$ cat src/rtl/z80_bus_pkg.sv
// Shared types for the Z80 bus bridge: FSM states, cycle kinds and counter sizing.
package z80_bus_pkg;

  typedef enum logic [1:0] {
    StIdle,
    StWs,
    StReq,
    StHold
  } state_e;

  typedef enum logic [1:0] {
    KindMem,
    KindIo,
    KindInta
  } kind_e;

  // Width able to hold 0..max_val, never narrower than one bit.
  function automatic int unsigned cnt_w(input int unsigned max_val);
    return (max_val < 1) ? 1 : $clog2(max_val + 1);
  endfunction

endpackage

$ cat src/rtl/z80_bus_wscnt.sv
// Saturating down-counter with load, used for both wait-state and timeout counting.
module z80_bus_wscnt import z80_bus_pkg::*; #(
  parameter int unsigned Max = 1
) (
  input  logic                     clk_i,
  input  logic                     rst_i,
  input  logic                     load_i,
  input  logic                     dec_i,
  input  logic [cnt_w(Max)-1:0]    load_val_i,
  output logic                     zero_o,
  output logic                     one_o
);

  localparam int unsigned Width = cnt_w(Max);

  logic [Width-1:0] cnt_d, cnt_q;

  always_comb begin
    cnt_d = cnt_q;
    if (load_i) begin
      cnt_d = load_val_i;
    end else if (dec_i && (cnt_q != '0)) begin
      cnt_d = cnt_q - Width'(1);
    end
  end

  always_ff @(posedge clk_i) begin
    if (rst_i) begin
      cnt_q <= '0;
    end else begin
      cnt_q <= cnt_d;
    end
  end

  assign zero_o = (cnt_q == '0);
  assign one_o  = (cnt_q == Width'(1));

endmodule

$ cat src/rtl/z80_bus_bridge.sv
// Bridges Z80 CPU strobes to a req/ack target handshake with wait-state insertion and
// a request timeout that returns all-ones data and pulses err.
module z80_bus_bridge import z80_bus_pkg::*; #(
  parameter int unsigned AW     = 16,
  parameter int unsigned DW     = 8,
  parameter int unsigned MEM_WS = 0,
  parameter int unsigned IO_WS  = 1,
  parameter int unsigned TMO    = 255
) (
  input  logic          CLK,
  input  logic          RESET,
  input  logic          nM1,
  input  logic          nMREQ,
  input  logic          nIORQ,
  input  logic          nRD,
  input  logic          nWR,
  input  logic          nRFSH,
  input  logic [AW-1:0] A,
  input  logic [DW-1:0] DO,
  output logic [DW-1:0] DI,
  output logic          nWAIT,
  output logic          req,
  output logic          we,
  output logic          io,
  output logic          inta,
  output logic [AW-1:0] addr,
  output logic [DW-1:0] wdata,
  input  logic [DW-1:0] rdata,
  input  logic          ack,
  output logic          err
);

  localparam int unsigned WsMax = (MEM_WS > IO_WS) ? MEM_WS : IO_WS;
  localparam int unsigned WsW   = cnt_w(WsMax);
  localparam int unsigned TmoW  = cnt_w(TMO);

  state_e        state_d, state_q;
  logic [AW-1:0] addr_d, addr_q;
  logic [DW-1:0] wdata_d, wdata_q;
  logic [DW-1:0] di_d, di_q;
  logic          we_d, we_q;
  logic          io_d, io_q;
  logic          inta_d, inta_q;
  logic          err_d, err_q;

  logic          is_mem, is_io, is_inta, start;
  kind_e         start_kind;
  logic [WsW-1:0] ws_load_val;
  logic          ws_load, ws_dec, ws_zero, ws_one;
  logic          tmo_load, tmo_dec, tmo_zero, tmo_one;

  assign is_mem  = !nMREQ && nRFSH && (!nRD || !nWR);
  assign is_io   = !nIORQ && nM1 && (!nRD || !nWR);
  assign is_inta = !nIORQ && !nM1;
  // Gated by RESET so the CPU never sees a wait while the bridge is held in reset.
  assign start   = !RESET && (state_q == StIdle) && (is_mem || is_io || is_inta);

  always_comb begin
    start_kind = KindMem;
    if (is_io) begin
      start_kind = KindIo;
    end
    if (is_inta) begin
      start_kind = KindInta;
    end
  end

  assign ws_load_val = (start_kind == KindMem) ? WsW'(MEM_WS) : WsW'(IO_WS);

  always_comb begin
    state_d  = state_q;
    addr_d   = addr_q;
    wdata_d  = wdata_q;
    we_d     = we_q;
    io_d     = io_q;
    inta_d   = inta_q;
    di_d     = di_q;
    err_d    = 1'b0;
    ws_load  = 1'b0;
    ws_dec   = 1'b0;
    tmo_load = 1'b0;
    tmo_dec  = 1'b0;
    unique case (state_q)
      StIdle: begin
        if (start) begin
          addr_d   = A;
          wdata_d  = DO;
          we_d     = !nWR;
          io_d     = (start_kind == KindIo);
          inta_d   = (start_kind == KindInta);
          ws_load  = 1'b1;
          tmo_load = 1'b1;
          state_d  = (ws_load_val == '0) ? StReq : StWs;
        end
      end
      StWs: begin
        ws_dec = 1'b1;
        if (ws_one || ws_zero) begin
          state_d = StReq;
        end
      end
      StReq: begin
        tmo_dec = 1'b1;
        // ack wins over a timeout landing in the same cycle.
        if (ack) begin
          di_d    = rdata;
          state_d = StHold;
        end else if (tmo_one || tmo_zero) begin
          di_d    = '1;
          err_d   = 1'b1;
          state_d = StHold;
        end
      end
      StHold: begin
        if (nMREQ && nIORQ && nRD && nWR) begin
          state_d = StIdle;
        end
      end
      default: state_d = StIdle;
    endcase
  end

  always_ff @(posedge CLK) begin
    if (RESET) begin
      state_q <= StIdle;
      addr_q  <= '0;
      wdata_q <= '0;
      we_q    <= 1'b0;
      io_q    <= 1'b0;
      inta_q  <= 1'b0;
      di_q    <= '0;
      err_q   <= 1'b0;
    end else begin
      state_q <= state_d;
      addr_q  <= addr_d;
      wdata_q <= wdata_d;
      we_q    <= we_d;
      io_q    <= io_d;
      inta_q  <= inta_d;
      di_q    <= di_d;
      err_q   <= err_d;
    end
  end

  z80_bus_wscnt #(
    .Max (WsMax)
  ) u_ws_cnt (
    .clk_i      (CLK),
    .rst_i      (RESET),
    .load_i     (ws_load),
    .dec_i      (ws_dec),
    .load_val_i (ws_load_val),
    .zero_o     (ws_zero),
    .one_o      (ws_one)
  );

  z80_bus_wscnt #(
    .Max (TMO)
  ) u_tmo_cnt (
    .clk_i      (CLK),
    .rst_i      (RESET),
    .load_i     (tmo_load),
    .dec_i      (tmo_dec),
    .load_val_i (TmoW'(TMO)),
    .zero_o     (tmo_zero),
    .one_o      (tmo_one)
  );

  assign req   = (state_q == StReq);
  assign nWAIT = !(start || (state_q == StWs) || (state_q == StReq));
  assign DI    = di_q;
  assign addr  = addr_q;
  assign wdata = wdata_q;
  assign we    = we_q;
  assign io    = io_q;
  assign inta  = inta_q;
  assign err   = err_q;

endmodule

$ cat config.mk
export PLATFORM = sky130hd
export DESIGN_NAME = z80_bus_bridge
export DESIGN_NICKNAME = d
export VERILOG_FILES = /design/src/rtl/z80_bus_pkg.sv /design/src/rtl/z80_bus_wscnt.sv /design/src/rtl/z80_bus_bridge.sv
export SDC_FILE = /design/constraint.sdc
export NUM_CORES = 1
export LEC_CHECK = 0
export ABC_AREA = 1
export BUFFER_PORTS_ARGS = -buffer_cell sky130_fd_sc_hd__buf_4
export CAP_MARGIN = 20
export CORE_MARGIN = 2
export CORE_UTILIZATION = 40
export DETAILED_ROUTE_END_ITERATION = 12
export GPL_TIMING_DRIVEN = 0
export PLACE_DENSITY = 0.66
export SETUP_SLACK_MARGIN = 0.2
export SKIP_LAST_GASP = 1
export SYNTH_ARGS = -nofsm -noshare
export SYNTH_HDL_FRONTEND = slang
export SYNTH_HIERARCHICAL = 1
export SYNTH_SLANG_ARGS = --single-unit
$ cat constraint.sdc
create_clock -name CLK -period 2.81 [get_ports CLK]
set_input_delay 0.562 -clock CLK [delete_from_list [all_inputs] [get_ports CLK]]
set_output_delay 0.562 -clock CLK [all_outputs]
set_load 0.01 [all_outputs]
==> impl_metrics.env, run 1 <==
export IMPL_gpl_final_weighted_congestion=0.810
export IMPL_drt_vias_per_instance=4.55
export IMPL_number_of_enable_flip_flop_cells_after_synthesis=0
export IMPL_highest_clock_frequency_the_design_can_meet_ghz=0.420
export IMPL_cpMaxStageDelayCell="dfxtp_1"
export IMPL_io_pins=79
export IMPL_worst_setup_path_endpoint="u_tmo_cnt/cnt_q[1]$_SDFFE_PP0P_"
export IMPL_vdd_ir_drop_worst_v=0.000527
export IMPL_post_synthesis_area_per_instance_um2=7.65
export IMPL_power_internal_mw=1.77
export IMPL_die_width_um=80.4
export IMPL_globalRouteOverflowTotal=0
export IMPL_nets=445
export IMPL_hold_viol=0
export IMPL_register_area_um2=941
export IMPL_run_status="finished clean"
export IMPL_finalWorstSetupSlack_ps=431
export IMPL_p_per_area_nw_per_um2=921
export IMPL_critPathRequiredTime_ps=3000
export IMPL_die_area_um2=6460
export IMPL_post_route_period_util_pct=84.7
export IMPL_gr_usage_all_layers_pct=17.0
export IMPL_multi_input_comb_area_um2=1200
export IMPL_clk_transition_reported_paths_ps=90
export IMPL_detailroute_via_count=2140
export IMPL_avgRoutedWirePerCell_um=11.2
export IMPL_rr_endpoint="u_tmo_cnt/cnt_q[1]$_SDFFE_PP0P_"
export IMPL_dp_slack_ps=290
export IMPL_post_route_cells_drive_above_1_share_pct=33.4
export IMPL_critPathKind="reg -> reg"
export IMPL_cts_max_path_buffers=2
export IMPL_synthToLayoutAreaGrowth_pct=35.3
export IMPL_critical_path_stages=13
export IMPL_max_cap_violations=0
export IMPL_placement_cell_area_um2=3040
export IMPL_postCtsSetupRepairBufs=0
export IMPL_dr_pass1_iters=4
export IMPL_switching_share_pct=39.3
export IMPL_fin_setup_tns_ps=0
export IMPL_combinationalPowerShare_pct=47.0
export IMPL_critical_path_startpoint="state_q[0]$_SDFFE_PP0P_"
export IMPL_worstReg2RegStart="state_q[0]$_SDFFE_PP0P_"
export IMPL_synth_yosys_warnings=6
export IMPL_antennaDiodeCount=0
export IMPL_grt_first_pass_wirelength_um=8720
export IMPL_power_clock_fraction_pct=18.1
export IMPL_synth_area_leader_cell="dfxtp_1"
export IMPL_switchingPower_mw=1.14
export IMPL_asyncSetResetFlopFracSynth_pct=0
export IMPL_nFillCells=568
export IMPL_count_of_different_cell_masters_after_synthesis=34
export IMPL_p_seq_share_pct=34.8
export IMPL_numCtsBuffers=5
export IMPL_timing_critical_path_arrival_ps=2570
export IMPL_cts_hold_buffers=0
export IMPL_grt_setup_unrepaired="no"
export IMPL_initial_utilization_pct=41.9
export IMPL_cts_htree_levels=2
export IMPL_core_rowCount=27
export IMPL_clock_sinks=47
export IMPL_buffering_stage_count_on_the_worst_path_with_inverters_included=7
export IMPL_buffer_ports_inserted=78
export IMPL_min_delay_path_class="in -> reg"
export IMPL_post_route_util_pct=56.7
export IMPL_final_design_area_no_fill_um2=3160
export IMPL_worstPathCellList="inv_1 -> ha_1 -> inv_1 -> nor2_2 -> nand2_4 -> inv_2 -> buf_6 -> buf_2 -> clkinv_1 -> nand2_4 -> clkinv_4 -> nor2_1 -> nor2_1"
export IMPL_drt_total_wl_um=5280
export IMPL_drtIter0Drc=38
export IMPL_grt_start_max_net_pins=16
export IMPL_timing_final_setup_violations=0
export IMPL_drc_errors=0
export IMPL_cell_types_occupying_the_most_area_after_synthesis="dfxtp_1, nand2_1, nand3_2"
export IMPL_timing_reg2reg_worst_path_depth=13
export IMPL_clock_tree_root="clkbuf_8"
export IMPL_rrSetupSlack_ps=430
export IMPL_postSynthCellCount=305
export IMPL_postRouteAntennaNets=0
export IMPL_std_cell_core_area_um2=5570
export IMPL_cp_max_fo=12
export IMPL_clock_insertion_delay_worst_skew_ps=300
export IMPL_synth_top_area_share_pct=40.3
export IMPL_detailedPlacementHpwl_um=4040
export IMPL_timing_clock_skew_ps=9.60
export IMPL_tritoncts_clock_tree="built"
export IMPL_end_kind="register"
export IMPL_post_cts_resized=0
export IMPL_postSynthRegisterBits=47
export IMPL_seq_area_frac_synth_pct=40.3
export IMPL_grt_antenna_before_repair=0
export IMPL_combined_area_of_all_synthesized_cells_um2=2330
export IMPL_first_global_vias=1979
export IMPL_p_leak_nw=1.57
export IMPL_final_max_slew_viol_count=0
export IMPL_yosys_most_used_dff="dfxtp_1"
export IMPL_fin_crit_ps=2380
export IMPL_dieHeight_um=80.4
export IMPL_critical_path_top_delay_family="buffers and inverters"
export IMPL_crit_path_max_incr_delay_ps=350
export IMPL_timing_critical_path_from_type="register"
## power groups by stage
stage	clock network, mW	registers, mW	logic [mW]
2_1_floorplan	0	1.07	0.892
3_3_place_gp	0	1.02	1.36
3_5_place_dp	0	1.03	1.38
4_1_cts	0.542	1.02	1.39
5_1_grt	0.569	1.04	1.55
6_report	0.527	1.01	1.37
## Yosys cell counts, types with 3 or more instances
library cell,instances
buf_2,3
a21oi_1,13
nand2_2,4
nand3_2,20
nand2_1,88
nand3_1,21
o21ai_0,13
ha_1,7
dfxtp_1,47
nor2_1,32
inv_1,27
## flip-flops by register name, summed over array words and instances, names as in the netlist
| name | flops |
|---|---|
| addr | 16 |
| DI | 8 |
| u_tmo_cnt/cnt_q | 8 |
| wdata | 8 |
| state_q | 2 |
| err | 1 |
| inta | 1 |
| io | 1 |
| u_ws_cnt/one_o | 1 |
| we | 1 |
## worst reg2reg max path: stages, from the launching register on
cell      delay (ps)
dfxtp_1          350
inv_1             90
ha_1             200
inv_1             90
nor2_2           130
nand2_4           80
inv_2            170
buf_6            180
buf_2            230
clkinv_1         320
nand2_4          220
clkinv_4          80
nor2_1            80
nor2_1            50
## layout by cell type, fill, tap and decap left out, types with 3 or more instances in the layout
master,count
nand3_2,20
nand2_2,4
a21oi_1,13
clkbuf_8,6
conb_1,8
dfxtp_1,47
ha_1,7
nand2_1,88
buf_2,3
o21ai_0,13
inv_1,27
buf_4,80
nand3_1,21
nor2_1,32
## worst min path at each step
stage                     slack [ps]  cells past startpoint                from                  to
after global routing             430                      2                 ack      err$_SDFF_PP0_
after CTS                        430                      2                 ack      err$_SDFF_PP0_
after detailed placement         450                      2  DI[7]$_SDFFE_PP0P_  DI[7]$_SDFFE_PP0P_
final                            430                      2                 ack      err$_SDFF_PP0_
after floorplan                  470                      2  DI[7]$_SDFFE_PP0P_  DI[7]$_SDFFE_PP0P_
after global placement           440                      2  DI[6]$_SDFFE_PP0P_  DI[6]$_SDFFE_PP0P_
## cells by family after synthesis
kind of cell,count (synthesis),synth area share [%]
simple gates,174,36.9
flops,47,40.3
buf+inv,41,9.49
compound gates,33,8.68
fa+ha+maj,7,3.75
xor+xnor,2,0.750
other cells,1,0.161
## routing by layer
metal / global-route usage, % / vias to the layer above / wire length [um]
li1: - / 1136 / -
met4: 5.59 / 0 / 65
met2: 29.7 / 45 / 2550
met5: 0 / - / 0
met1: 20.7 / 951 / 2340
met3: 3.82 / 8 / 327
## metrics by stage
step,cells,total power [mW],hold slack [ps]
after global routing,470,3.16,427
after CTS,470,2.95,425
after detailed placement,462,2.41,446
after global placement,462,2.39,441
after floorplan,312,1.96,472
final,470,2.91,434
## cell type report
type	count	area share, %
clock inverters	2	1.23
plain buffers	9	3.05
flip-flops and latches	47	29.8
inverters	32	3.96
clock buffers	6	2.61
repair buffers	78	18.5
multi-input cells	224	38.0
well taps	72	2.85
No activity file was read; power rests on OpenSTA's default activity.
==> run 2, diff against run 1 <==
Clock period 2.81 ns to 2.2 ns, I/O delays scaled along.
==> impl_metrics.env, run 2 (synthesis results as in run 1) <==
export IMPL_numCtsBuffers=5
export IMPL_drt_vias_per_instance=4.55
export IMPL_buffer_ports_inserted=78
export IMPL_io_pins=79
export IMPL_worstHoldPathCells=2
export IMPL_avgRoutedWirePerCell_um=11.4
export IMPL_grt_antenna_before_repair=0
export IMPL_grt_start_max_net_pins=16
export IMPL_gpl_final_weighted_congestion=0.810
export IMPL_critPathKind="reg -> out"
export IMPL_cts_htree_levels=2
export IMPL_timing_hold_worst_endpoint="err$_SDFF_PP0_"
export IMPL_post_route_period_util_pct=89.7
export IMPL_die_width_um=80.4
export IMPL_worstPathCellList="inv_2 -> ha_4 -> inv_4 -> nor2_4 -> nand2_4 -> inv_8 -> buf_8 -> nor3_4 -> buf_6"
export IMPL_clock_insertion_delay_worst_skew_ps=300
export IMPL_highest_clock_frequency_the_design_can_meet_ghz=0.507
export IMPL_grt_first_pass_wirelength_um=8870
export IMPL_critPathRequiredTime_ps=1760
export IMPL_p_per_area_nw_per_um2=1180
export IMPL_globalRouteOverflowTotal=0
export IMPL_mostFrequentLayoutCells="buf_4, nand2_1, dfxtp_1, nor2_1, inv_1"
export IMPL_dr_pass1_iters=4
export IMPL_fin_crit_ps=1970
export IMPL_critical_path_top_delay_family="buffers and inverters"
export IMPL_hold_viol=0
export IMPL_timing_clock_skew_ps=9.54
export IMPL_nets=456
export IMPL_p_leak_nw=1.63
export IMPL_final_cell_count_no_fill=481
export IMPL_report_power_total_mw=3.89
export IMPL_layout_cells_most_common="buf_4"
export IMPL_finalWorstSetupSlack_ps=227
export IMPL_multi_input_comb_area_um2=1220
export IMPL_detailroute_via_count=2187
export IMPL_std_cell_core_area_um2=5570
export IMPL_dp_slack_ps=-198
export IMPL_first_global_vias=2004
export IMPL_timing_critical_path_from_type="register"
export IMPL_cts_max_path_buffers=2
export IMPL_nFillCells=559
export IMPL_cp_max_fo=3
export IMPL_timing_reg2reg_worst_path_depth=14
export IMPL_holdCritStartpoint="ack"
export IMPL_hold_ws_ps=312
export IMPL_core_rowCount=27
export IMPL_gr_usage_all_layers_pct=17.4
export IMPL_vdd_ir_drop_worst_v=0.000714
export IMPL_detailedPlacementHpwl_um=4040
export IMPL_fin_setup_tns_ps=0
export IMPL_max_cap_violations=0
export IMPL_largest_register_ffs=16
export IMPL_cts_hold_buffers=0
export IMPL_timing_final_setup_violations=0
export IMPL_end_kind="output port"
export IMPL_cpMaxStageDelayCell="dfxtp_2"
export IMPL_final_max_slew_viol_count=0
export IMPL_grt_setup_unrepaired="yes"
export IMPL_clk_transition_reported_paths_ps=90
export IMPL_buffering_stage_count_on_the_worst_path_with_inverters_included=5
export IMPL_drc_errors=0
export IMPL_worstReg2RegStart="state_q[1]$_SDFFE_PP0P_"
export IMPL_placed_cells=462
export IMPL_register_area_um2=943
export IMPL_drt_total_wl_um=5500
export IMPL_synthToLayoutAreaGrowth_pct=40.8
export IMPL_dieHeight_um=80.4
export IMPL_initial_utilization_pct=41.9
export IMPL_tritoncts_clock_tree="built"
export IMPL_rrSetupSlack_ps=390
export IMPL_clock_sinks=47
export IMPL_rr_endpoint="u_tmo_cnt/cnt_q[1]$_SDFFE_PP0P_"
export IMPL_min_delay_path_class="in -> reg"
export IMPL_postRouteAntennaNets=0
export IMPL_crit_path_max_incr_delay_ps=350
export IMPL_die_area_um2=6460
export IMPL_run_status="finished clean"
export IMPL_timing_critical_path_arrival_ps=1530
export IMPL_drtIter0Drc=55
export IMPL_antennaDiodeCount=0
export IMPL_post_route_cells_drive_above_1_share_pct=36.9
export IMPL_clock_tree_root="clkbuf_8"
-- run 2: cell types whose count changed in the layout (fill, tap and decap cells not counted), sizes merged --
cell    before  now
inv         30   31
buf         87   98
clkinv       3    2
-- run 2: report_power, final --
group / internal [mW] / total (mW) / switching (mW) / leakage [nW]
combinational: 0.890 / 1.93 / 1.04 / 1.18
clock: 0.374 / 0.671 / 0.297 / 0.0618
sequential: 1.10 / 1.30 / 0.191 / 0.387
total: 2.37 / 3.89 / 1.52 / 1.63
-- run 2: cell type report --
cell class | count | share of cell area, %
well taps | 72 | 2.74
plain buffers | 9 | 3.05
repair buffers | 89 | 20.4
clock inverters | 2 | 1.18
multi-input cells | 224 | 37.2
inverters | 32 | 4.19
flip-flops and latches | 47 | 28.7
clock buffers | 6 | 2.51
-- run 2: worst max-delay path by stage --
stage | slack, ps | to | cells past startpoint | from
final | 230 | nWAIT | 9 | state_q[1]$_SDFFE_PP0P_
after global routing | 170 | nWAIT | 9 | state_q[1]$_SDFFE_PP0P_
after CTS | 220 | nWAIT | 9 | state_q[1]$_SDFFE_PP0P_
after detailed placement | -200 | u_tmo_cnt/cnt_q[1]$_SDFFE_PP0P_ | 13 | nWR
after global placement | -200 | u_tmo_cnt/cnt_q[1]$_SDFFE_PP0P_ | 13 | nWR
after floorplan | 230 | u_tmo_cnt/cnt_q[1]$_SDFFE_PP0P_ | 13 | state_q[0]$_SDFFE_PP0P_
-- run 2: repair_timing --
action / in CTS / in global routing
gates cloned: 0 / 0
pin swaps: 0 / 3
endpoints found under the hold margin: 0 / 0
resized for setup: 13 / 4
setup buffers: 3 / 8
setup endpoints to repair: 9 / 7
-- run 2: layer usage --
layer / wire length (um) / GRT usage, % / vias up
met5: 0 / 0 / -
met4: 51 / 5.59 / 0
li1: - / - / 1159
met3: 340 / 3.82 / 5
met2: 2690 / 30.1 / 51
met1: 2420 / 21.2 / 972
-- run 2: stage by stage --
step	util, %	cell area (um2)
finish	59.0	3290
global route	59.0	3290
CTS	57.7	3210
detailed placement	54.5	3040
global placement	54.5	3040
floorplan	-	2360
